File: config.mk
export PLATFORM = sky130hd
export DESIGN_NAME = arb2_wb_ctrl
export DESIGN_NICKNAME = d
export VERILOG_FILES = /design/src/rtl/arb2_wb_ctrl.sv
export SDC_FILE = /design/constraint.sdc
export NUM_CORES = 1
export LEC_CHECK = 0
export CELL_PAD_IN_SITES_DETAIL_PLACEMENT = 0
export CELL_PAD_IN_SITES_GLOBAL_PLACEMENT = 2
export CORE_AREA = 2 2 96 98
export CTS_BUF_LIST = sky130_fd_sc_hd__clkbuf_2 sky130_fd_sc_hd__clkbuf_4 sky130_fd_sc_hd__clkbuf_8
export DETAILED_ROUTE_END_ITERATION = 10
export DIE_AREA = 0 0 98 100
export PLACE_DENSITY = 0.88
export REMOVE_ABC_BUFFERS = 1
export SLEW_MARGIN = 0
export SYNTH_ARGS = -nofsm -noshare
export SYNTH_HDL_FRONTEND = slang
export SYNTH_SLANG_ARGS = --single-unit
export TNS_END_PERCENT = 30
File: constraint.sdc
create_clock -name clk -period 2 [get_ports clk]
set_input_delay 0.3 -clock clk [delete_from_list [all_inputs] [get_ports clk]]
set_output_delay 0.3 -clock clk [all_outputs]
set_load 0.02 [all_outputs]
File: src/rtl/arb2_wb_ctrl.sv
// Two-requester round-robin arbiter that owns a shared write-back path with one registered output beat.
// Optional macro ARB2_BURST_LIMIT_EN forces a grant to be released after MAX_BEATS beats when the other side waits.
module arb2_wb_ctrl #(
    parameter int MAX_BEATS = 4
) (
    input  logic        clk,
    input  logic        reset,
    input  logic        req0,
    input  logic        req1,
    input  logic        last0,
    input  logic        last1,
    input  logic [31:0] data0,
    input  logic [31:0] data1,
    output logic        gnt0,
    output logic        gnt1,
    output logic        ack0,
    output logic        ack1,
    output logic        sel,
    output logic        out_valid,
    output logic [31:0] out_data,
    output logic        out_src,
    input  logic        out_ready
);

    typedef enum logic [1:0] {IDLE, GRANT0, GRANT1} state_t;

    state_t state, state_next;
    logic   ptr, ptr_next;
    logic   slot_free, ack_any, cur_last, limit_hit;

    if (MAX_BEATS < 2 || MAX_BEATS > 15) begin : g_max_beats_range
        $error("arb2_wb_ctrl: MAX_BEATS must be within 2..15");
    end

    assign gnt0      = (state == GRANT0);
    assign gnt1      = (state == GRANT1);
    assign sel       = (state == GRANT1);
    assign slot_free = !out_valid || out_ready;
    assign ack0      = gnt0 && req0 && slot_free;
    assign ack1      = gnt1 && req1 && slot_free;
    assign ack_any   = ack0 || ack1;
    assign cur_last  = sel ? last1 : last0;

`ifdef ARB2_BURST_LIMIT_EN
    localparam logic [3:0] LIMIT = 4'(MAX_BEATS);

    logic [3:0] beat_cnt;
    logic       other_req;

    assign other_req = sel ? req0 : req1;
    // Count saturates at LIMIT, so a long burst with nobody waiting can still be cut once the other side shows up.
    assign limit_hit = ack_any && (beat_cnt >= LIMIT - 4'd1) && other_req;

    always_ff @(posedge clk or negedge reset) begin
        if (!reset) begin
            beat_cnt <= 4'd0;
        end else if (state_next != state) begin
            beat_cnt <= 4'd0;
        end else if (ack_any && (beat_cnt != LIMIT)) begin
            beat_cnt <= beat_cnt + 4'd1;
        end
    end
`else
    assign limit_hit = 1'b0;
`endif

    always_ff @(posedge clk or negedge reset) begin
        if (!reset) begin
            state <= IDLE;
            ptr   <= 1'b0;
        end else begin
            state <= state_next;
            ptr   <= ptr_next;
        end
    end

    // Grants always pass through IDLE, which gives the one-cycle arbitration latency and a clean burst boundary.
    always_comb begin
        state_next = state;
        ptr_next   = ptr;
        case (state)
            IDLE: begin
                if (req0 && req1) begin
                    state_next = ptr ? GRANT1 : GRANT0;
                end else if (req0) begin
                    state_next = GRANT0;
                end else if (req1) begin
                    state_next = GRANT1;
                end
            end
            GRANT0, GRANT1: begin
                if (ack_any && (cur_last || limit_hit)) begin
                    state_next = IDLE;
                    ptr_next   = !sel;
                end
            end
            default: state_next = IDLE;
        endcase
    end

    // Output slot: a new beat may replace the one being drained in the same cycle.
    always_ff @(posedge clk or negedge reset) begin
        if (!reset) begin
            out_valid <= 1'b0;
            out_data  <= 32'd0;
            out_src   <= 1'b0;
        end else if (ack_any) begin
            out_valid <= 1'b1;
            out_data  <= sel ? data1 : data0;
            out_src   <= sel;
        end else if (out_ready) begin
            out_valid <= 1'b0;
        end
    end

endmodule
**Yosys cells after proc, flatten, opt, wreduce, memory -nomap -nowiden**

Index checks and enable logic that the tools add are counted.
W data, S select, Z words.

- Equal/unequal tests: 4
- Muxes and demuxes: 10
- Reductions and logical operators: 15

Operators by type and width:

| kind | count |
|---|---|
| $mux W32 | 1 |
| $mux W2 | 5 |
| $logic_and A1 B1 Y1 | 6 |
| $ne A4 B4 Y1 const B | 1 |
| $pmux W2 S2 | 1 |
| $reduce_and A2 Y1 | 2 |
| $mux W1 | 3 |
| $eq A2 B1 Y1 const B | 1 |
| $eq A2 B2 Y1 const B | 1 |
| $logic_not A1 Y1 | 2 |
| $logic_not A2 Y1 | 1 |
| $logic_or A1 B1 Y1 | 2 |
| $ne A2 B2 Y1 const B | 1 |
| $reduce_bool A2 Y1 | 1 |
| $reduce_or A2 Y1 | 1 |

- Flip-flop bits (word level): 37
- Input port bits: 71
- Output and inout port bits: 39
- Word-level logic and storage cells: 34

**Longest topological paths before layout**

- Depth after elaboration: 7
- Mapped depth: 9
- Mapped depth without buffers: 6

**Least setup slack after synthesis**

OpenSTA, ideal clock, no wires.

- Kind: reg-to-reg
- From: register state[0]
- To: register ptr
- Setup time: 0.128 ns
- Arrival time: 1.719 ns
- Required time: 1.872 ns
- Slack: 0.154 ns
- Stages on the path, launching flop included: 8
- Path buffers: 1
- Period minus slack after synthesis: 1.846 ns
- Path through: dfrtp_1 inv_1 ha_1 buf_4 nand2_2 a21oi_2 nor3b_2 mux2_1

- Longest elaborated chain between the ends: 6
- Elaborated cells on any way between the ends: 12
- Classes of those cells: eq/ne (2); mux (1); reduce/logical (9)

RTL lines:

| element | RTL line | source |
|---|---|---|
| start: declaration | 27 | `state_t state, state_next;` |
| start signal: assignment | 72 | `state <= state_next;` |
| $eq A2 B2 Y1 (*) | 36 | `assign gnt1 = (state == GRANT1);` |
| net gnt1 | 15 | `output logic gnt1,` |
| $logic_and A1 B1 Y1 (2 in a row) | 40 | `assign ack1 = gnt1 && req1 && slot_free;` |
| $logic_or A1 B1 Y1 | 41 | `assign ack_any = ack0 \|\| ack1;` |
| $logic_and A1 B1 Y1 | 92 | `if (ack_any && (cur_last \|\| limit_hit)) begin` |
| $reduce_and A2 Y1 (no source line) | - |  |
| end signal: assignment | 73 | `ptr <= ptr_next;` |
| end: declaration | 28 | `logic ptr, ptr_next;` |

The timed path passes the listed nets; every way through them passes the cells marked *.
A chain may end at the register's enable or synchronous reset.

**Final worst setup path**

- From: register state[1]
- To: output port gnt0

- Longest elaborated chain between the ends: 1

RTL lines:

| element | RTL line | source |
|---|---|---|
| $eq A2 B1 Y1 | 35 | `assign gnt0 = (state == GRANT0);` |
| end: declaration | 14 | `output logic gnt0,` |

Every way passes these cells.

==> results by group <==
Yosys
  • Post-synth top area share: 48.9%
  • Post-synth EDFFs: 0
  • Ys flop type: dfrtp_1
  • Distinct cell type count after synthesis: 23
  • Sequential share of the synthesized area: 48.9%
  • Syn. warnings: 0
  • Dominant cell type by area after synthesis: dfrtp_1
  • Syn avg cell area: 10.9 um^2
  • Cells after Synth: 173
  • Count leader, synth: dfrtp_1
  • Largest cells by area after synthesis: dfrtp_1, mux2i_1, a21oi_2
  • #FFs+latches synth: 37
  • Top cells by count, synth: dfrtp_1, nor2_1, mux2i_1, a21oi_2, a21oi_1
  • Post-Syn Area: 1890 um^2
  • Post-synthesis async set-or-reset flop share: 100%

Route
  • Detailed Routing Iterations Pass 1: 3
  • Routed vias: 1,600
  • Antenna-violating nets left: 0
  • # DRC: 0
  • Vias per cell: roughly 4.0
  • 1st-iter DRT viols: 44
  • Drt wl/cell: 11.6 um
  • Wirelength, routed: between 4000 and 5000 um

Power and ir drop
  • Pwr Density: 1420 nW/um^2
  • Total Power: 0.00456 W
  • Max VDD drop: roughly 0.46 mV
  • Leak: ~1.3 nW

Timing
  • Final setup TNS: 0 ns
  • RSZ-0062 raised after global routing: no
  • Fin crit period: about 1.9 ns
  • Slew @ Worst Pin: 0.574 ns
  • Final setup fails: 0
  • Period utilization: ~94%
  • FMAX: 533 MHz
  • Worst hold margin: 0.00696 ns
  • Worst Skew: 0.00318 ns
  • Relative slew slack: 61.7%
  • Final Hold Fails: 0
  • Final Max Tran Viols: 0

Run
  • Max_cap viols: 0

Global routing
  • Total track usage: 9.64%
  • Initial antenna violation count: 0
  • First-pass GRT wire length: 7650 um
  • Vias in the first global route: 1,601
  • Largest net degree at the start of global routing: 36
  • Grt ovf: 0

Placed design
  • Post-DP HPWL: 3680 um
  • Placement Cell Area: ~3100 um^2
  • Placed cells: 392
  • Gpl congestion: 0.750
  • IO buf count: 109

Layout
  • Final std cells w/o fill: 400
  • Layout cells sized above 1: 15.9%
  • FILL cells: 929
  • Final net count: 362
  • Area grow syn2layout: 69.9%
  • Diode count: 0
  • Final instance area: ~3200 um^2

Worst setup path
  • Critical Path RT: 1.70 ns
  • CP Max Fanout: 3
  • Reg-to-reg setup timing slack: 0.18 ns
  • Worst setup path class: register to output pin
  • Startpoint types: register
  • Element type at the critical path end: output pin
  • Worst EP arrival: approximately 1.6 ns

Clocking
  • Clock sink count: 37
  • TritonCTS clock tree: done
  • Clk Latency, worst-skew pair: around 0.28 ns
  • Hold Buf Count CTS: 0
  • # H-tree levels: 2
  • Root buf cell: clkbuf_8
  • Setup bufs post-CTS: 0
  • Post-CTS Resized: 4
  • Clock tree buffer depth: 2
  • CTS Buf Count: 5
  • Clock slew at reported path FFs: about 0.07 ns

Floorplanning
  • Die height: 100 um
  • Die Wd: about 98 um
  • Core area: 8890 um^2
  • Starting Density: roughly a fifth
  • Site Rows: 35
  • Io pins: 110
  • Die ar.: 9800 um^2

Status
  • Status: finished clean

Min path
  • Hold Crit Class: input port to asynchronous set/reset pin
[worst paths after layout]
check | startpoint | cells past startpoint | endpoint
hold reg to reg | ptr | 1 | ptr
setup reg to reg | state[0] | 7 | state[1]
hold / removal | reset | 1 | out_data[29]
max in group asynchronous | reset | 2 | out_data[19]
setup / recovery | state[1] | 3 | gnt0
min in group clk | ptr | 1 | ptr
[cell type report]
class	count	area (um^2)	share of cell area (%)
Clock inverter	2	10.0	0.311
Sequential cell	37	926	28.8
Inverter	4	15.0	0.467
Clock buffer	6	76.3	2.37
Multi-Input combinational cell	120	873	27.2
Tap cell	111	139	4.32
Timing Repair Buffer	120	1180	36.6
[layer usage]
metal  up-vias  track usage (%)  share of wire, %
met1       713             11.6                41
met5         -                0                 0
li1        822                -                 -
met4         0             2.24              0.76
met3         4             4.18               8.9
met2        61             16.1                50
[through the flow]
step / util [%] / setup slack, ns
2_1_floorplan: - / -2.66
3_3_place_gp: 35.3 / 0.0398
3_5_place_dp: 35.3 / 0.0440
4_1_cts: 36.2 / 0.0952
5_1_grt: 36.2 / 0.00493
6_report: 36.2 / 0.123
[worst max-delay path, cell delays in order, from the launching register on]
cell and delay (ns):
dfrtp_1 0.40, inv_1 0.09, ha_1 0.19, clkdlybuf4s50_1 0.61
[state kept, by name, indices dropped and copies added (netlist names)]
| signal | flops |
|---|---|
| out_data | 32 |
| out_src | 1 |
| out_valid | 1 |
| ptr | 1 |
| state | 2 |
[cells by family (layout without fill, tap and decap cells)]
family,after synthesis,count (layout),synth area share (%)
compound gates,39,39,14.9
mux,36,36,19.4
simple gates,42,42,9.32
flops,37,37,48.9
fa+ha+maj,3,3,1.98
buf+inv,16,132,5.49
[report_power, final]
part	switching [W]	leakage [nW]	internal [W]	total [W]
combinational	0.00141	0.834	0.00134	0.00275
sequential	0.000180	0.411	0.00112	0.00130
clock	0.000255	0.0484	0.000255	0.000510
[cells in the final DEF, fill, tap and decap left out, drive strengths merged]
cell / Yosys / final
clkdlybuf4s50: 0 / 104
dfrtp: 37 / 37
nor2: 35 / 35
mux2i: 34 / 34
a21oi: 34 / 34
buf: 12 / 12
clkbuf: 0 / 6
inv: 4 / 4
dlygate4sd2: 0 / 4
nand2: 3 / 3
ha: 3 / 3
clkinv: 0 / 2
o21ai: 2 / 2
mux2: 2 / 2
and2b: 1 / 1
nand3: 1 / 1
a22oi: 1 / 1
a21boi: 1 / 1
nor3b: 1 / 1
or2: 1 / 1
o31ai: 1 / 1
No activity file was read; power rests on OpenSTA's default activity.
